[src/rtl/restoring_divider_seq.sv]
// Sequential restoring divider: one quotient bit every two clocks behind a start/ready/done handshake.
// Optional two's-complement operation is enabled by defining SIGNED_DIV_EN.
module restoring_divider_seq #(
   parameter int WIDTH = 8,
   parameter int CNT_W = $clog2(WIDTH + 1)
) (
   input  logic             clk,
   input  logic             rst_n,
   input  logic             start_i,
   input  logic [WIDTH-1:0] dividend_i,
   input  logic [WIDTH-1:0] divisor_i,
   output logic             ready_o,
   output logic             done_o,
   output logic [WIDTH-1:0] quotient_o,
   output logic [WIDTH-1:0] remainder_o,
   output logic             div_by_zero_o
);

`ifdef SIGNED_DIV_EN
   typedef enum logic [2:0] {
      IDLE    = 3'd0,
      LOAD    = 3'd1,
      SUB     = 3'd2,
      RESTORE = 3'd3,
      FIX     = 3'd4,
      DONE    = 3'd5
   } state_t;
`else
   typedef enum logic [2:0] {
      IDLE    = 3'd0,
      LOAD    = 3'd1,
      SUB     = 3'd2,
      RESTORE = 3'd3,
      DONE    = 3'd5
   } state_t;
`endif

   localparam logic [WIDTH-1:0] ONE_W   = WIDTH'(1);
   localparam logic [CNT_W-1:0] CNT_ONE = CNT_W'(1);
   localparam logic [CNT_W-1:0] CNT_MAX = CNT_W'(WIDTH);

   state_t           state_q, state_d;
   logic [WIDTH:0]   a_q, a_d;
   logic [WIDTH-1:0] q_q, q_d;
   logic [WIDTH-1:0] m_q, m_d;
   logic [CNT_W-1:0] cnt_q, cnt_d;
   logic [WIDTH-1:0] quotient_q, quotient_d;
   logic [WIDTH-1:0] remainder_q, remainder_d;
   logic             dbz_q, dbz_d;

   // Shifted {A,Q} pair used by the SUB step.
   logic [WIDTH:0]   a_shift;
   logic [WIDTH-1:0] q_shift;
   logic [WIDTH:0]   a_restored;

`ifdef SIGNED_DIV_EN
   logic neg_n_q, neg_n_d;
   logic neg_d_q, neg_d_d;
   logic [WIDTH-1:0] q_abs, m_abs;
`endif

   assign a_shift    = {a_q[WIDTH-1:0], q_q[WIDTH-1]};
   assign q_shift    = {q_q[WIDTH-2:0], 1'b0};
   assign a_restored = a_q + {1'b0, m_q};

`ifdef SIGNED_DIV_EN
   assign q_abs = q_q[WIDTH-1] ? (~q_q + ONE_W) : q_q;
   assign m_abs = m_q[WIDTH-1] ? (~m_q + ONE_W) : m_q;
`endif

   always_comb begin
      state_d     = state_q;
      a_d         = a_q;
      q_d         = q_q;
      m_d         = m_q;
      cnt_d       = cnt_q;
      quotient_d  = quotient_q;
      remainder_d = remainder_q;
      dbz_d       = dbz_q;
`ifdef SIGNED_DIV_EN
      neg_n_d     = neg_n_q;
      neg_d_d     = neg_d_q;
`endif

      unique case (state_q)
         IDLE: begin
            if (start_i) begin
               q_d     = dividend_i;
               m_d     = divisor_i;
               state_d = LOAD;
            end
         end

         LOAD: begin
            a_d   = '0;
            cnt_d = CNT_MAX;
`ifdef SIGNED_DIV_EN
            neg_n_d = q_q[WIDTH-1];
            neg_d_d = m_q[WIDTH-1];
            q_d     = q_abs;
            m_d     = m_abs;
`endif
            if (m_q == '0) begin
               // Raw dividend (before any magnitude conversion) is reported as the remainder.
               quotient_d  = '1;
               remainder_d = q_q;
               dbz_d       = 1'b1;
               state_d     = DONE;
            end else begin
               state_d = SUB;
            end
         end

         SUB: begin
            a_d     = a_shift - {1'b0, m_q};
            q_d     = q_shift;
            state_d = RESTORE;
         end

         RESTORE: begin
            if (a_q[WIDTH]) begin
               a_d     = a_restored;
               q_d[0]  = 1'b0;
            end else begin
               q_d[0]  = 1'b1;
            end
            cnt_d = cnt_q - CNT_ONE;
            if (cnt_d == '0) begin
`ifdef SIGNED_DIV_EN
               state_d = FIX;
`else
               // Results are loaded on the edge into DONE so they are valid alongside done.
               quotient_d  = q_d;
               remainder_d = a_d[WIDTH-1:0];
               dbz_d       = 1'b0;
               state_d     = DONE;
`endif
            end else begin
               state_d = SUB;
            end
         end

`ifdef SIGNED_DIV_EN
         FIX: begin
            quotient_d  = (neg_n_q ^ neg_d_q) ? (~q_q + ONE_W) : q_q;
            remainder_d = neg_n_q ? (~a_q[WIDTH-1:0] + ONE_W) : a_q[WIDTH-1:0];
            dbz_d       = 1'b0;
            state_d     = DONE;
         end
`endif

         DONE: begin
            state_d = IDLE;
         end

         default: begin
            state_d = IDLE;
         end
      endcase
   end

   always_ff @(posedge clk or negedge rst_n) begin
      if (!rst_n) begin
         state_q <= IDLE;
         a_q     <= '0;
         q_q     <= '0;
         m_q     <= '0;
         cnt_q   <= '0;
      end else begin
         state_q <= state_d;
         a_q     <= a_d;
         q_q     <= q_d;
         m_q     <= m_d;
         cnt_q   <= cnt_d;
      end
   end

   always_ff @(posedge clk or negedge rst_n) begin
      if (!rst_n) begin
         quotient_q  <= '0;
         remainder_q <= '0;
         dbz_q       <= 1'b0;
      end else begin
         quotient_q  <= quotient_d;
         remainder_q <= remainder_d;
         dbz_q       <= dbz_d;
      end
   end

`ifdef SIGNED_DIV_EN
   always_ff @(posedge clk or negedge rst_n) begin
      if (!rst_n) begin
         neg_n_q <= 1'b0;
         neg_d_q <= 1'b0;
      end else begin
         neg_n_q <= neg_n_d;
         neg_d_q <= neg_d_d;
      end
   end
`endif

   assign ready_o       = (state_q == IDLE);
   assign done_o        = (state_q == DONE);
   assign quotient_o    = quotient_q;
   assign remainder_o   = remainder_q;
   assign div_by_zero_o = dbz_q;

endmodule

[config.mk]
export PLATFORM = sky130hd
export DESIGN_NAME = restoring_divider_seq
export DESIGN_NICKNAME = d
export VERILOG_FILES = /design/src/rtl/restoring_divider_seq.sv
export SDC_FILE = /design/constraint.sdc
export NUM_CORES = 1
export LEC_CHECK = 0
export ABC_AREA = 1
export BUFFER_PORTS_ARGS = -buffer_cell sky130_fd_sc_hd__buf_2
export CAP_MARGIN = 20
export CORE_AREA = 3 3 82 84
export DETAILED_ROUTE_END_ITERATION = 10
export DIE_AREA = 0 0 85 87
export HOLD_SLACK_MARGIN = 0.06
export MAX_ROUTING_LAYER = met4
export PLACE_DENSITY = 0.76
export SLEW_MARGIN = 30
export SYNTH_ARGS = -nofsm -noshare
export SYNTH_HDL_FRONTEND = slang
export SYNTH_SLANG_ARGS = --single-unit
[constraint.sdc]
create_clock -name clk -period 2.3 [get_ports clk]
set_input_delay 0.23 -clock clk [delete_from_list [all_inputs] [get_ports clk]]
set_output_delay 0.23 -clock clk [all_outputs]
set_load 0.005 [all_outputs]
Yosys cells after proc, flatten, opt, wreduce, memory -nomap -nowiden
Cells that the tools add are included.
{ "totals": {"regBits": 49, "in_bits": 19, "out_inout_bits": 19, "wordCells": 50} }
{ "op_classes": {"add_sub_neg": 3, "eq_ne": 7, "muxes": 20, "n_reduce_logical": 11} }
{ "op_table": {"columns": ["op", "n"], "rows": [
  ["$mux W8", 5],
  ["$pmux W8 S2", 2],
  ["$pmux W9 S3", 1],
  ["$pmux W7 S2", 1],
  ["$pmux W3 S4", 1],
  ["$add A9 B8 Y9", 1],
  ["$mux W3", 3],
  ["$mux W9", 1],
  ["$sub A9 B8 Y9", 1],
  ["$logic_not A8 Y1", 1],
  ["$pmux W4 S2", 1],
  ["$eq A3 B2 Y1 const B", 2],
  ["$ne A2 B2 Y1 const B", 3],
  ["$reduce_and A2 Y1", 3],
  ["$reduce_bool A3 Y1", 2],
  ["$logic_not A4 Y1", 1],
  ["$reduce_bool A2 Y1", 2],
  ["$sub A4 B1 Y4 const B", 1],
  ["$eq A3 B1 Y1 const B", 1],
  ["$eq A3 B3 Y1 const B", 1],
  ["$logic_not A3 Y1", 1],
  ["$mux W1", 3],
  ["$pmux W1 S3", 1],
  ["$reduce_and A3 Y1", 1],
  ["$pmux W1 S2", 1]
]} }

Longest topological paths before layout
{ "depth": {"ltp_word": 4, "mapped_depth": 12, "ltp_nobuf": 12} }

Worst setup path before layout
No wires, ideal clock.
{ "synth_path": {"kind": "reg-to-reg", "start": "reg a_q[1]", "end": "reg a_q[3]", "setup_time_ps": 133, "arrival_time_ps": 1543, "t_required_ps": 2167, "setup_slack_ps": 624, "path_stages_with_launch": 8, "n_path_buf": 0, "period_less_slack_ps": 1676, "cell_sequence": "dfrtp_1 > ha_1 > or2_2 > nand2_1 > inv_1 > or2_2 > nand3_1 > nand4_1"} }
{ "synth_between": {"elab_chain_cells": 3, "word_cells_on_any_way": 4, "cone_classes": "add/sub: 2; mux: 2"} }
{ "synth_lines": {"columns": ["item", "line", "source"], "rows": [
  ["start: declaration", "43", "logic [WIDTH:0] a_q, a_d;"],
  ["start signal: assignment", "165", "a_q <= '0;"],
  ["start signal: assignment", "171", "a_q <= a_d;"],
  ["$add A9 B8 Y9", "64", "assign a_restored = a_q + {1'b0, m_q};"],
  ["$mux W9", "121", "if (a_q[WIDTH]) begin"],
  ["$pmux W9 S3 (*)", "85", "unique case (state_q)"]
]} }
Mark *: on every way between the ends. The rest lies on a longest branch, timed or not.
A chain may end at the register's enable or synchronous reset.

Final worst setup path
Same ends and word-level chain as after synthesis.

==> impl_metrics.env <==
export IMPL_setup_viol=0
export IMPL_synth_cells=389
export IMPL_synth_most_common_cell="nand2_1"
export IMPL_drive_gt1_frac=0.169
export IMPL_final_cell_count_no_fill=506
export IMPL_relSlewSlack=0.583
export IMPL_first_global_vias=2630
export IMPL_ir_drop_v=0.000641
export IMPL_cts_tree="done"
export IMPL_hold_path_class="input port to register"
export IMPL_yosysTopAreaCell="dfrtp_1"
export IMPL_die_h_um=87
export IMPL_start_util=0.500
export IMPL_startpoint="a_q[1]"
export IMPL_cts_max_level=2
export IMPL_hold_start="divisor_i[4]"
export IMPL_maxCapViolations=0
export IMPL_viasPerCell=5.25
export IMPL_area_growth_pct=12.1
export IMPL_r2r_end="a_q[3]"
export IMPL_cts_resized=0
export IMPL_worstMarginPinSlew_ns=0.626
export IMPL_synth_nets=428
export IMPL_ff2ff_path_depth=7
export IMPL_status="finished clean"
export IMPL_core_area_mm2=0.00599
export IMPL_ys_top_cells_by_area="dfrtp_1, nand2_1, ha_1"
export IMPL_startpoint_type="register"
export IMPL_synth_seq_area_share=0.410
export IMPL_r2r_slack_ns=0.49
export IMPL_worstHoldEndpoint="m_q[4]"
export IMPL_clock_sinks=49
export IMPL_hold_worst_slack_ns=0.125
export IMPL_endpoint_kind="register"
export IMPL_ys_ff_latch=49
export IMPL_grt_util_all_layers=0.215
export IMPL_pin_count=38
export IMPL_overflow=0
export IMPL_routed_via_count=2657
export IMPL_avgRoutedWirePerCell_um=14.0
export IMPL_clock_path_buffers=2
export IMPL_grt_pass1_wl_um=12500
export IMPL_final_setup_tns_ns=0
export IMPL_synth_flop_cell="dfrtp_1"
export IMPL_finalCritPeriodShare=0.787
export IMPL_final_nets=469
export IMPL_io_buffers=37
export IMPL_critPathRequiredTime_ns=2.49
export IMPL_place_congestion=0.922
export IMPL_fin_crit_ns=1.81
export IMPL_clock_latency_ns=0.31
export IMPL_syn_area_mm2=0.00299
export IMPL_placed_cells=497
export IMPL_grt_antenna_before_repair=0
export IMPL_leakagePower_nw=1.86
export IMPL_numCtsBuffers=5
export IMPL_clkSlewWorstSetupHoldPaths_ns=0.10
export IMPL_cts_root_buf="clkbuf_8"
export IMPL_dieWidth_um=85
export IMPL_synth_warnings=0
export IMPL_cp_max_fo=5
export IMPL_syn_avg_cell_area_um2=7.70
export IMPL_drc=0
export IMPL_dp_hpwl_um=5350
export IMPL_wl_um=7080
export IMPL_power_density_mw_per_mm2=1570
export IMPL_rows=28
export IMPL_report_final_hold_viol_count=0
export IMPL_dieArea_mm2=0.00740
export IMPL_fmax_ghz=0.553
export IMPL_ant_nets=0
export IMPL_worst_clock_skew_ns=0.00884
export IMPL_rsz0062_at_grt="no"
export IMPL_ys_async_sr_fraction=1.00
export IMPL_diodes=0
export IMPL_critPathKind="register to register"
export IMPL_synth_commonest_cells="nand2_1, dfrtp_1, inv_1"
export IMPL_synth_edff_count=0
export IMPL_synth_cell_types=34
export IMPL_drt_iter0_drc=213
export IMPL_min_delay_path_depth=3
export IMPL_r2r_start="a_q[1]"
export IMPL_drt_first_pass_iters=4
export IMPL_yosysTopAreaCellShare=0.410
export IMPL_grt_max_degree=50
export IMPL_maxSlewViolCount=0
export IMPL_critPathArrivalTime_ns=2.00
==> timing repair <==
item	4_1_cts	5_1_grt
hold buffers	1	0
buffers inserted	0	0
endpoints found under the hold margin	49	0
==> area by class of cell <==
class                           instances  area, um^2
Clock buffer                            5        68.8
Clock inverter                          3        43.8
Multi-Input combinational cell        279        1510
Sequential cell                        49        1230
Inverter                               56         211
Fill cell                             553        2630
Tap cell                               75        93.8
Timing Repair Buffer                   39         203
==> placed cells by master (no fill, tap or decap), types with 2 or more instances in the layout <==
cell type and n:
nor2_1 21, nor2_2 2, a22oi_1 2, o21ai_0 13
o22ai_1 8, clkbuf_8 5, o211ai_1 2, o21ai_2 8
fa_1 2, nand4_1 10, nand3_4 2, nor2_4 2
or2_2 2, nand2_2 2, xor2_1 2, inv_1 47
nand3_1 26, nand2_1 129, dfrtp_1 49, o21ai_1 3
inv_2 7, ha_1 18, buf_2 37, clkinv_2 2
a21oi_1 19
==> sequential cells by signal, indices dropped and copies added, names as in the netlist <==
register / count
div_by_zero_o: 1
cnt_q: 4
a_q: 9
m_q: 8
quotient_o: 8
state_q: 3
q_q: 8
remainder_o: 8
==> critical path: stages (launching register included) <==
cell and delay (ns):
dfrtp_1 0.47, ha_1 0.38, or2_2 0.30, nand2_1 0.07, inv_1 0.06, or2_2 0.27
nand3_1 0.07, nand4_1 0.07
==> where the power goes <==
group	switching [mW]	internal (mW)	leakage, nW
registers	0.338	1.28	0.599
clock network	0.318	0.327	0.0585
logic	1.88	1.12	1.21
==> stage by stage <==
step | power (mW) | setup slack [ns] | instance area (um^2) | util
2_1_floorplan | 3.89 | 0.624 | 2990 | -
5_1_grt | 5.85 | 0.316 | 3360 | 0.560
6_report | 5.26 | 0.490 | 3360 | 0.560
4_1_cts | 5.26 | 0.495 | 3360 | 0.560
3_5_place_dp | 4.61 | 0.504 | 3230 | 0.540
3_3_place_gp | 4.53 | 0.542 | 3230 | 0.540
==> cell families (layout without fill, tap and decap cells) <==
logic type	after synthesis	after routing	synth area share
adders and majority gates	20	20	0.0886
buffers and inverters	61	103	0.0861
AOI/OAI and AO/OA	59	59	0.120
DFF	49	49	0.410
and+or+nand+nor	198	198	0.290
xor gates and xnor gates	2	2	0.00585
==> worst max-delay path by stage <==
stage	end	cells past startpoint	slack, ns
after floorplan	a_q[3]	7	0.62
after global placement	a_q[3]	7	0.54
after detailed placement	a_q[3]	7	0.50
after CTS	a_q[3]	7	0.50
after global routing	remainder_o[5]	12	0.32
final	a_q[3]	7	0.49
==> layer usage <==
layer | routed length, um | part of all wire | global-route usage | vias up
li1 | - | - | - | 1343
met1 | 3160 | 0.45 | 0.276 | 1235
met2 | 3430 | 0.49 | 0.352 | 64
met3 | 329 | 0.046 | 0.0322 | 15
met4 | 151 | 0.021 | 0.0691 | 0
met5 | 0 | 0 | - | -
No activity file was read; power rests on OpenSTA's default activity.
